[config.mk]
export PLATFORM = sky130hd
export DESIGN_NAME = rv_decode_stage
export DESIGN_NICKNAME = d
export VERILOG_FILES = /design/src/rtl/rv_pkg.sv /design/src/rtl/rv_decode_comb.sv /design/src/rtl/rv_decode_stage.sv
export SDC_FILE = /design/constraint.sdc
export NUM_CORES = 1
export LEC_CHECK = 0
export CAP_MARGIN = 20
export CORE_MARGIN = 4
export CORE_UTILIZATION = 25
export CTS_BUF_LIST = sky130_fd_sc_hd__clkbuf_16
export CTS_CLUSTER_SIZE = 12
export DETAILED_ROUTE_END_ITERATION = 8
export DONT_BUFFER_PORTS = 1
export GPL_TIMING_DRIVEN = 0
export MAX_ROUTING_LAYER = met4
export PLACE_DENSITY = 0.42
export SLEW_MARGIN = 0
export SYNTH_ARGS = -nofsm -noshare
export SYNTH_HDL_FRONTEND = slang
export SYNTH_HIERARCHICAL = 1
export SYNTH_SLANG_ARGS = --single-unit
[constraint.sdc]
create_clock -name clk -period 8 [get_ports clk]
set_input_delay 1.6 -clock clk [delete_from_list [all_inputs] [get_ports clk]]
set_output_delay 1.6 -clock clk [all_outputs]
set_load 0.005 [all_outputs]
[src/rtl/rv_pkg.sv]
// Shared definitions for the rv32i decode stage: opcodes, ALU op codes,
// immediate formats and the registered decode payload.
package rv_pkg;

    localparam logic [6:0] OPC_LOAD   = 7'b0000011;
    localparam logic [6:0] OPC_OP_IMM = 7'b0010011;
    localparam logic [6:0] OPC_AUIPC  = 7'b0010111;
    localparam logic [6:0] OPC_STORE  = 7'b0100011;
    localparam logic [6:0] OPC_OP     = 7'b0110011;
    localparam logic [6:0] OPC_LUI    = 7'b0110111;
    localparam logic [6:0] OPC_BRANCH = 7'b1100011;
    localparam logic [6:0] OPC_JALR   = 7'b1100111;
    localparam logic [6:0] OPC_JAL    = 7'b1101111;
    localparam logic [6:0] OPC_SYSTEM = 7'b1110011;

    localparam logic [4:0] OP_ADD    = 5'h00;
    localparam logic [4:0] OP_SUB    = 5'h01;
    localparam logic [4:0] OP_XOR    = 5'h02;
    localparam logic [4:0] OP_OR     = 5'h03;
    localparam logic [4:0] OP_AND    = 5'h04;
    localparam logic [4:0] OP_SLL    = 5'h05;
    localparam logic [4:0] OP_SRL    = 5'h06;
    localparam logic [4:0] OP_SRA    = 5'h07;
    localparam logic [4:0] OP_SLT    = 5'h08;
    localparam logic [4:0] OP_SLTU   = 5'h09;
    localparam logic [4:0] OP_JAL    = 5'h0A;
    localparam logic [4:0] OP_LUI    = 5'h0B;
    localparam logic [4:0] OP_AUIPC  = 5'h0C;
    localparam logic [4:0] OP_MUL    = 5'h10;
    localparam logic [4:0] OP_ECALL  = 5'h1C;
    localparam logic [4:0] OP_EBREAK = 5'h1D;
    localparam logic [4:0] OP_INV    = 5'h1F;

    typedef enum logic [2:0] {FMT_R, FMT_I, FMT_S, FMT_B, FMT_U, FMT_J} imm_fmt_t;

    typedef struct packed {
        logic [4:0]  op;
        logic [31:0] imm;
        logic [4:0]  rs1;
        logic [4:0]  rs2;
        logic [4:0]  rd;
        logic [31:0] pc;
        logic        is_load;
        logic        is_store;
        logic        is_branch;
        logic        is_jump;
        logic        illegal;
    } dec_bundle_t;

    localparam dec_bundle_t DEC_RESET = '{op: OP_INV, default: '0};

    // Base integer op for a funct3; alt selects sub/sra on the shared encodings.
    function automatic logic [4:0] alu_op(input logic [2:0] f3, input logic alt);
        case (f3)
            3'd0:    alu_op = alt ? OP_SUB : OP_ADD;
            3'd1:    alu_op = OP_SLL;
            3'd2:    alu_op = OP_SLT;
            3'd3:    alu_op = OP_SLTU;
            3'd4:    alu_op = OP_XOR;
            3'd5:    alu_op = alt ? OP_SRA : OP_SRL;
            3'd6:    alu_op = OP_OR;
            default: alu_op = OP_AND;
        endcase
    endfunction

endpackage

[src/rtl/rv_decode_comb.sv]
// Combinational rv32i instruction decoder producing one decode bundle
// (pc left at zero; the stage inserts it).
module rv_decode_comb
    import rv_pkg::*;
#(
    parameter bit EN_M   = 1'b0,
    parameter bit STRICT = 1'b1
) (
    input  logic [31:0]  instr,
    output dec_bundle_t  dec
);

    logic [6:0] opcode;
    logic [2:0] f3;
    logic [6:0] f7;
    logic       alt_ok;
    imm_fmt_t   fmt;
    logic       bad;

    assign opcode = instr[6:0];
    assign f3     = instr[14:12];
    assign f7     = instr[31:25];
    assign alt_ok = (f7 == 7'h00) || (f7 == 7'h20 && (f3 == 3'd0 || f3 == 3'd5));

    always_comb begin
        dec = '0;
        fmt = FMT_I;
        bad = 1'b0;
        case (opcode)
            OPC_OP: begin
                fmt = FMT_R;
                if (f7 == 7'h01) begin
                    bad    = !EN_M;
                    dec.op = OP_MUL | {2'b00, f3};
                end else begin
                    bad    = STRICT && !alt_ok;
                    dec.op = alu_op(f3, instr[30] && (f3 == 3'd0 || f3 == 3'd5));
                end
            end
            OPC_OP_IMM: begin
                // Only shifts carry funct7; addi etc. use those bits as immediate.
                if (f3 == 3'd1 || f3 == 3'd5)
                    bad = STRICT && !(f7 == 7'h00 || (f7 == 7'h20 && f3 == 3'd5));
                dec.op = alu_op(f3, instr[30] && f3 == 3'd5);
            end
            OPC_LOAD: begin
                bad         = (f3 == 3'd3) || (f3 == 3'd6) || (f3 == 3'd7);
                dec.op      = OP_ADD;
                dec.is_load = 1'b1;
            end
            OPC_STORE: begin
                fmt          = FMT_S;
                bad          = (f3 > 3'd2);
                dec.op       = OP_ADD;
                dec.is_store = 1'b1;
            end
            OPC_BRANCH: begin
                fmt           = FMT_B;
                bad           = (f3 == 3'd2) || (f3 == 3'd3);
                dec.op        = OP_SUB;
                dec.is_branch = 1'b1;
            end
            OPC_JAL: begin
                fmt         = FMT_J;
                dec.op      = OP_JAL;
                dec.is_jump = 1'b1;
            end
            OPC_JALR: begin
                dec.op      = OP_ADD;
                dec.is_jump = 1'b1;
            end
            OPC_LUI: begin
                fmt    = FMT_U;
                dec.op = OP_LUI;
            end
            OPC_AUIPC: begin
                fmt    = FMT_U;
                dec.op = OP_AUIPC;
            end
            OPC_SYSTEM: dec.op = instr[20] ? OP_EBREAK : OP_ECALL;
            default:    bad = 1'b1;
        endcase

        case (fmt)
            FMT_I:   dec.imm = {{20{instr[31]}}, instr[31:20]};
            FMT_S:   dec.imm = {{20{instr[31]}}, instr[31:25], instr[11:7]};
            FMT_B:   dec.imm = {{19{instr[31]}}, instr[31], instr[7], instr[30:25], instr[11:8], 1'b0};
            FMT_U:   dec.imm = {instr[31:12], 12'b0};
            FMT_J:   dec.imm = {{11{instr[31]}}, instr[31], instr[19:12], instr[20], instr[30:21], 1'b0};
            default: dec.imm = '0;
        endcase

        dec.rs1 = (fmt == FMT_U || fmt == FMT_J) ? 5'd0 : instr[19:15];
        dec.rs2 = (fmt == FMT_R || fmt == FMT_S || fmt == FMT_B) ? instr[24:20] : 5'd0;
        dec.rd  = (fmt == FMT_S || fmt == FMT_B) ? 5'd0 : instr[11:7];

        if (bad) begin
            dec         = '0;
            dec.op      = OP_INV;
            dec.illegal = 1'b1;
        end
    end

endmodule

[src/rtl/rv_decode_stage.sv]
// Registered decode stage: combinational decoder feeding a two-entry skid
// buffer (main register drives outputs, skid register absorbs one overflow).
module rv_decode_stage
    import rv_pkg::*;
#(
    parameter bit EN_M   = 1'b0,
    parameter bit STRICT = 1'b1,
    parameter int OP_W   = 5
) (
    input  logic            clk,
    input  logic            rst,
    input  logic            flush,
    input  logic            in_valid,
    output logic            in_ready,
    input  logic [31:0]     in_instr,
    input  logic [31:0]     in_pc,
    output logic            out_valid,
    input  logic            out_ready,
    output logic [OP_W-1:0] out_op,
    output logic [31:0]     out_imm,
    output logic [4:0]      out_rs1,
    output logic [4:0]      out_rs2,
    output logic [4:0]      out_rd,
    output logic [31:0]     out_pc,
    output logic            out_is_load,
    output logic            out_is_store,
    output logic            out_is_branch,
    output logic            out_is_jump,
    output logic            out_illegal
);

    dec_bundle_t dec;
    dec_bundle_t new_entry;
    dec_bundle_t m_q, s_q;
    logic        m_valid, s_valid;
    logic        accept, drain;

    rv_decode_comb #(.EN_M(EN_M), .STRICT(STRICT)) u_comb (
        .instr (in_instr),
        .dec   (dec)
    );

    always_comb begin
        new_entry    = dec;
        new_entry.pc = in_pc;
    end

    assign accept = in_valid && !s_valid;
    assign drain  = m_valid && out_ready;

    // in_ready comes straight off the skid flop, so it never depends on out_ready.
    always_ff @(posedge clk or posedge rst) begin
        if (rst) begin
            m_valid <= 1'b0;
            s_valid <= 1'b0;
            m_q     <= DEC_RESET;
            s_q     <= DEC_RESET;
        end else if (flush) begin
            m_valid <= 1'b0;
            s_valid <= 1'b0;
        end else if (drain) begin
            if (s_valid) begin
                m_q     <= s_q;
                s_valid <= 1'b0;
            end else if (accept) begin
                m_q <= new_entry;
            end else begin
                m_valid <= 1'b0;
            end
        end else if (accept) begin
            if (m_valid) begin
                s_q     <= new_entry;
                s_valid <= 1'b1;
            end else begin
                m_q     <= new_entry;
                m_valid <= 1'b1;
            end
        end
    end

    assign in_ready      = !s_valid;
    assign out_valid     = m_valid;
    assign out_op        = OP_W'(m_q.op);
    assign out_imm       = m_q.imm;
    assign out_rs1       = m_q.rs1;
    assign out_rs2       = m_q.rs2;
    assign out_rd        = m_q.rd;
    assign out_pc        = m_q.pc;
    assign out_is_load   = m_q.is_load;
    assign out_is_store  = m_q.is_store;
    assign out_is_branch = m_q.is_branch;
    assign out_is_jump   = m_q.is_jump;
    assign out_illegal   = m_q.illegal;

endmodule

==> results of run 1 <==
[worst max-delay path by stage]
stage                            from          end  slack (ps)  cells after the start
final                     in_instr[5]   out_imm[9]        4230                     10
after global placement            rst      s_q[31]        -400                      1
after detailed placement  in_instr[5]   out_imm[9]        3740                     10
after floorplan                   rst  out_illegal        1530                      1
after CTS                 in_instr[5]   out_imm[9]        4240                     10
after global routing      in_instr[6]  out_imm[11]        4040                      8
[flip-flops by register name (all words and copies together), names as in the netlist, 5 cells and up]
signal,cells
out_pc,32
out_rd,5
out_rs1,5
s_q,89
out_rs2,5
out_op,5
out_imm,32
[stage by stage]
step | util | worst slack [ps] | cells | TNS [ps] | hold slack (ps)
finish | 0.289 | 4230 | 1142 | 0 | 489
global route | 0.289 | 4040 | 1142 | 0 | 498
CTS | 0.289 | 4240 | 1141 | 0 | 491
detailed placement | 0.271 | 3740 | 1109 | 0 | 475
global placement | 0.270 | -400 | 1107 | -63790 | 464
floorplan | - | 1530 | 652 | 0 | 454
[cell type report]
| class | instances | area [um^2] | area share |
|---|---|---|---|
| Sequential cell | 180 | 4520 | 0.453 |
| Multi-Input combinational cell | 421 | 3970 | 0.398 |
| Tap cell | 455 | 569 | 0.0571 |
| Clock buffer | 17 | 425 | 0.0426 |
| Buffer | 42 | 233 | 0.0233 |
| Clock inverter | 15 | 178 | 0.0178 |
| Inverter | 9 | 41.3 | 0.00414 |
| Timing Repair Buffer | 2 | 38.8 | 0.00389 |
| Antenna cell | 1 | 2.50 | 0.000251 |
[layer usage]
| metal | GRT usage | wire length, um | vias up | share of wire |
|---|---|---|---|---|
| met5 | - | 0 | - | 0 |
| met4 | 0.0502 | 558 | 0 | 0.023 |
| met3 | 0.0336 | 1120 | 23 | 0.047 |
| met2 | 0.210 | 12000 | 132 | 0.50 |
| met1 | 0.158 | 10400 | 2750 | 0.43 |
| li1 | - | - | 2405 | - |
[critical path: stages]
cell	delay (ps)
buf_2	190
or3b_1	440
nor3_2	420
a2111oi_2	180
and2_1	220
buf_6	150
buf_6	140
and3_1	200
mux2_2	280
mux2_2	260
[report_power, final]
group          switching [mW]  leakage (nW)  total [mW]  internal (mW)
sequential             0.0740          2.33        1.10           1.03
clock                   0.378         0.302       0.874          0.495
combinational          0.0957          1.86       0.221          0.125
total                   0.548          4.50        2.20           1.65
==> flow_summary.yaml, run 1 <==
pwr:
  power.density_mw_per_mm2: 220
  power.total_mw: 2.20
  p_leak_nw: 4.50
  vdd_drop_max_mv: 0.140
finish:
  final_common_cell: "mux2_2"
  fillers: 3562
  finalInstanceArea_mm2: 0.00998
  num-nets-final: 742
  drive_gt1_frac: 0.487
  syn2layout_area_growth_pct: 13.9
  layout_common_cells: "mux2_2, dfrtp_1, a21oi_1"
cts:
  cts-resized-gates: 0
  cts_setup_buffers: 0
  cts_buffers: 17
  holdBufCountCts: 0
  cts_tree: "done"
  cts-root-buf: "clkbuf_16"
  cts_buffer_depth: 2
  clk_latency_ps: 440
  clk_pin_slew_ps: 70
  htree_levels: 4
  cts.sinks: 180
timing:
  fin_crit_sh: 0.471
  worst_pin_slew_ps: 776
  finalCriticalPeriod_ps: 3770
  maxSlewHeadroom: 0.483
  final_hold_viol_count: 0
  rsz0062_at_grt: "false"
  slew_viol_final: 0
  fmax_ghz: 0.265
  setup_viol: 0
  fin_skew_ps: 9.00
job:
  max_cap_violations: 0
min_path:
  hold_path_depth: 1
  worstHoldStart: "s_q[45]"
  hold_class: "reg -> reg"
  hold_end: "s_q[45]"
floorplan:
  die-area_mm2: 0.0381
  die_h_um: 195
  io_pins: 160
  start_util: 0.253
  core_area_mm2: 0.0345
  rows: 68
  die_x_um: 195
logic_synthesis:
  synth_cells: 652
  avgSynthCellArea_um2: 13.4
  synth_warnings: 6
  syn-num-nets: 721
  synthesis.area_mm2: 0.00875
routing:
  ant_nets: 0
  drtIter0Drc: 208
  wirelength_um: 24100
  drc: 0
  wl_per_cell_um: 21.1
  vias: 5310
  drt-vias-per-instance: 4.65
  dr.pass1.iters: 6
critical_path:
  crit_path_start_kind: "input pin"
  cp_max_fo: 10
  required_ps: 8320
  endpoint_kind: "flip-flop"
  worst-setup-path-type: "in -> reg"
  ff2ff_path_depth: 5
  r2r_slack_ps: 5610
  r2r_end: "s_q[40]"
  r2r-start: "s_valid"
  arrival_ps: 4090
placed_design:
  dp_hpwl_um: 18400
  dpl_cell_area_mm2: 0.00937
  finalWeightedCongestion: 0.767
  port_buffers: 0
global_routing:
  antenna_found_initial: 4
  overflow: 0
  grt_max_degree: 111
  grt_usage: 0.131
  grt_pass1_wl_um: 36600
  grt_pass1_vias: 5803
status:
  status: "finished, final reports clean"
No activity file was read; power rests on OpenSTA's default activity.
==> inputs of run 2 (changes only) <==
==> constraint.sdc (replaced) <==
create_clock -name clk -period 3.5 [get_ports clk]
set_input_delay 0.7 -clock clk [delete_from_list [all_inputs] [get_ports clk]]
set_output_delay 0.7 -clock clk [all_outputs]
set_load 0.005 [all_outputs]
==> flow_summary.yaml, run 2 (synthesized netlist as in run 1, its figures left out) <==
pwr:
  power.density_mw_per_mm2: 487
  p_leak_nw: 4.49
  vdd_drop_max_mv: 0.342
  power.total_mw: 4.86
critical_path:
  ff2ff_path_depth: 5
  endpoint_kind: "flip-flop"
  worst-setup-path-type: "in -> reg"
  required_ps: 3820
  crit_path_start_kind: "input pin"
  arrival_ps: 3200
  cp_max_fo: 10
placed_design:
  dpl_cell_area_mm2: 0.00943
  dp_slack_ps: 165
  dp_hpwl_um: 18300
  port_buffers: 0
  dp_cells: 1112
  finalWeightedCongestion: 0.757
cts:
  clk_latency_ps: 440
  cts_tree: "done"
  cts_setup_buffers: 0
  htree_levels: 4
  cts-root-buf: "clkbuf_16"
  cts_buffers: 17
  cts_buffer_depth: 2
  holdBufCountCts: 0
  clk_pin_slew_ps: 70
  cts-resized-gates: 0
  cts.sinks: 180
timing:
  fin_tns_setup_ps: 0
  whs_ps: 291
  worst_pin_slew_ps: 851
  fin_crit_sh: 0.822
  rsz0062_at_grt: "false"
  finalCriticalPeriod_ps: 2880
  fin_skew_ps: 12.3
  final_hold_viol_count: 0
  maxSlewHeadroom: 0.431
  fin_ws_ps: 621
  slew_viol_final: 0
  setup_viol: 0
  fmax_ghz: 0.347
finish:
  final_common_cell: "mux2_2"
  final_util: 0.289
  regArea_mm2: 0.00452
  fillers: 3562
  syn2layout_area_growth_pct: 13.9
  multi_input_area_mm2: 0.00398
  layout_common_cells: "mux2_2, dfrtp_1, a21oi_1"
  drive_gt1_frac: 0.484
  largest_reg_flops: 89
  stdcell_count: 1146
  top_register: "s_q"
  finalInstanceArea_mm2: 0.00998
  num-nets-final: 745
routing:
  drtIter0Drc: 184
  wl_per_cell_um: 21.0
  ant_nets: 0
  wirelength_um: 24100
  vias: 5326
  drc: 0
  drt-vias-per-instance: 4.65
  dr.pass1.iters: 4
global_routing:
  use_met2: 0.209
  use_met1: 0.158
  grt_pass1_vias: 5747
  grt_pass1_wl_um: 36800
  use_met3: 0.0374
  grt_max_degree: 43
  busiest_layer: "met2"
  grt_usage: 0.131
  overflow: 0
  antenna_found_initial: 3
floorplan:
  core_area_mm2: 0.0345
  rows: 68
  die_x_um: 195
  die_h_um: 195
  die-area_mm2: 0.0381
  start_util: 0.253
  io_pins: 160
min_path:
  hold_class: "in -> async"
job:
  max_cap_violations: 0
status:
  status: "finished, final reports clean"
## run 2: per-layer routing
| layer | part of all wire | wire length (um) |
|---|---|---|
| met5 | 0 | 0 |
| met4 | 0.025 | 597 |
| met3 | 0.060 | 1440 |
| met2 | 0.49 | 11900 |
| met1 | 0.42 | 10200 |
## run 2: power by group
group | total [mW] | internal, mW | switching [mW]
clock | 1.83 | 0.971 | 0.863
combinational | 0.509 | 0.292 | 0.217
sequential | 2.52 | 2.36 | 0.164
total | 4.86 | 3.62 | 1.24
## run 2: final cells by class
cell class / count / area share
inverters: 9 / 0.00376
clock inverters: 14 / 0.0113
multi-input cells: 421 / 0.399
flip-flops and latches: 180 / 0.453
clock buffers: 17 / 0.0426
well taps: 455 / 0.0571
repair buffers: 5 / 0.00916
plain buffers: 42 / 0.0233
diodes: 3 / 0.000753
## run 2: worst paths after layout
| check | slack (ps) | endpoint | from |
|---|---|---|---|
| setup / recovery | 620 | out_imm[8] | in_instr[5] |
| hold / removal | 290 | out_pc[5] | rst |
| min in group clk | 310 | out_valid | flush |
| hold reg to reg | 490 | s_q[45] | s_q[45] |
| setup reg to reg | 1080 | s_q[48] | s_valid |
| max in group asynchronous | 2250 | s_q[42] | rst |
## run 2: worst max-delay path, stage by stage
cell       delay, ps
buf_2            200
or3b_1           440
nor3_2           430
a2111oi_2        190
and2_1           220
buf_6            140
buf_6            140
and3_1           200
mux2_2           270
mux2_2           260
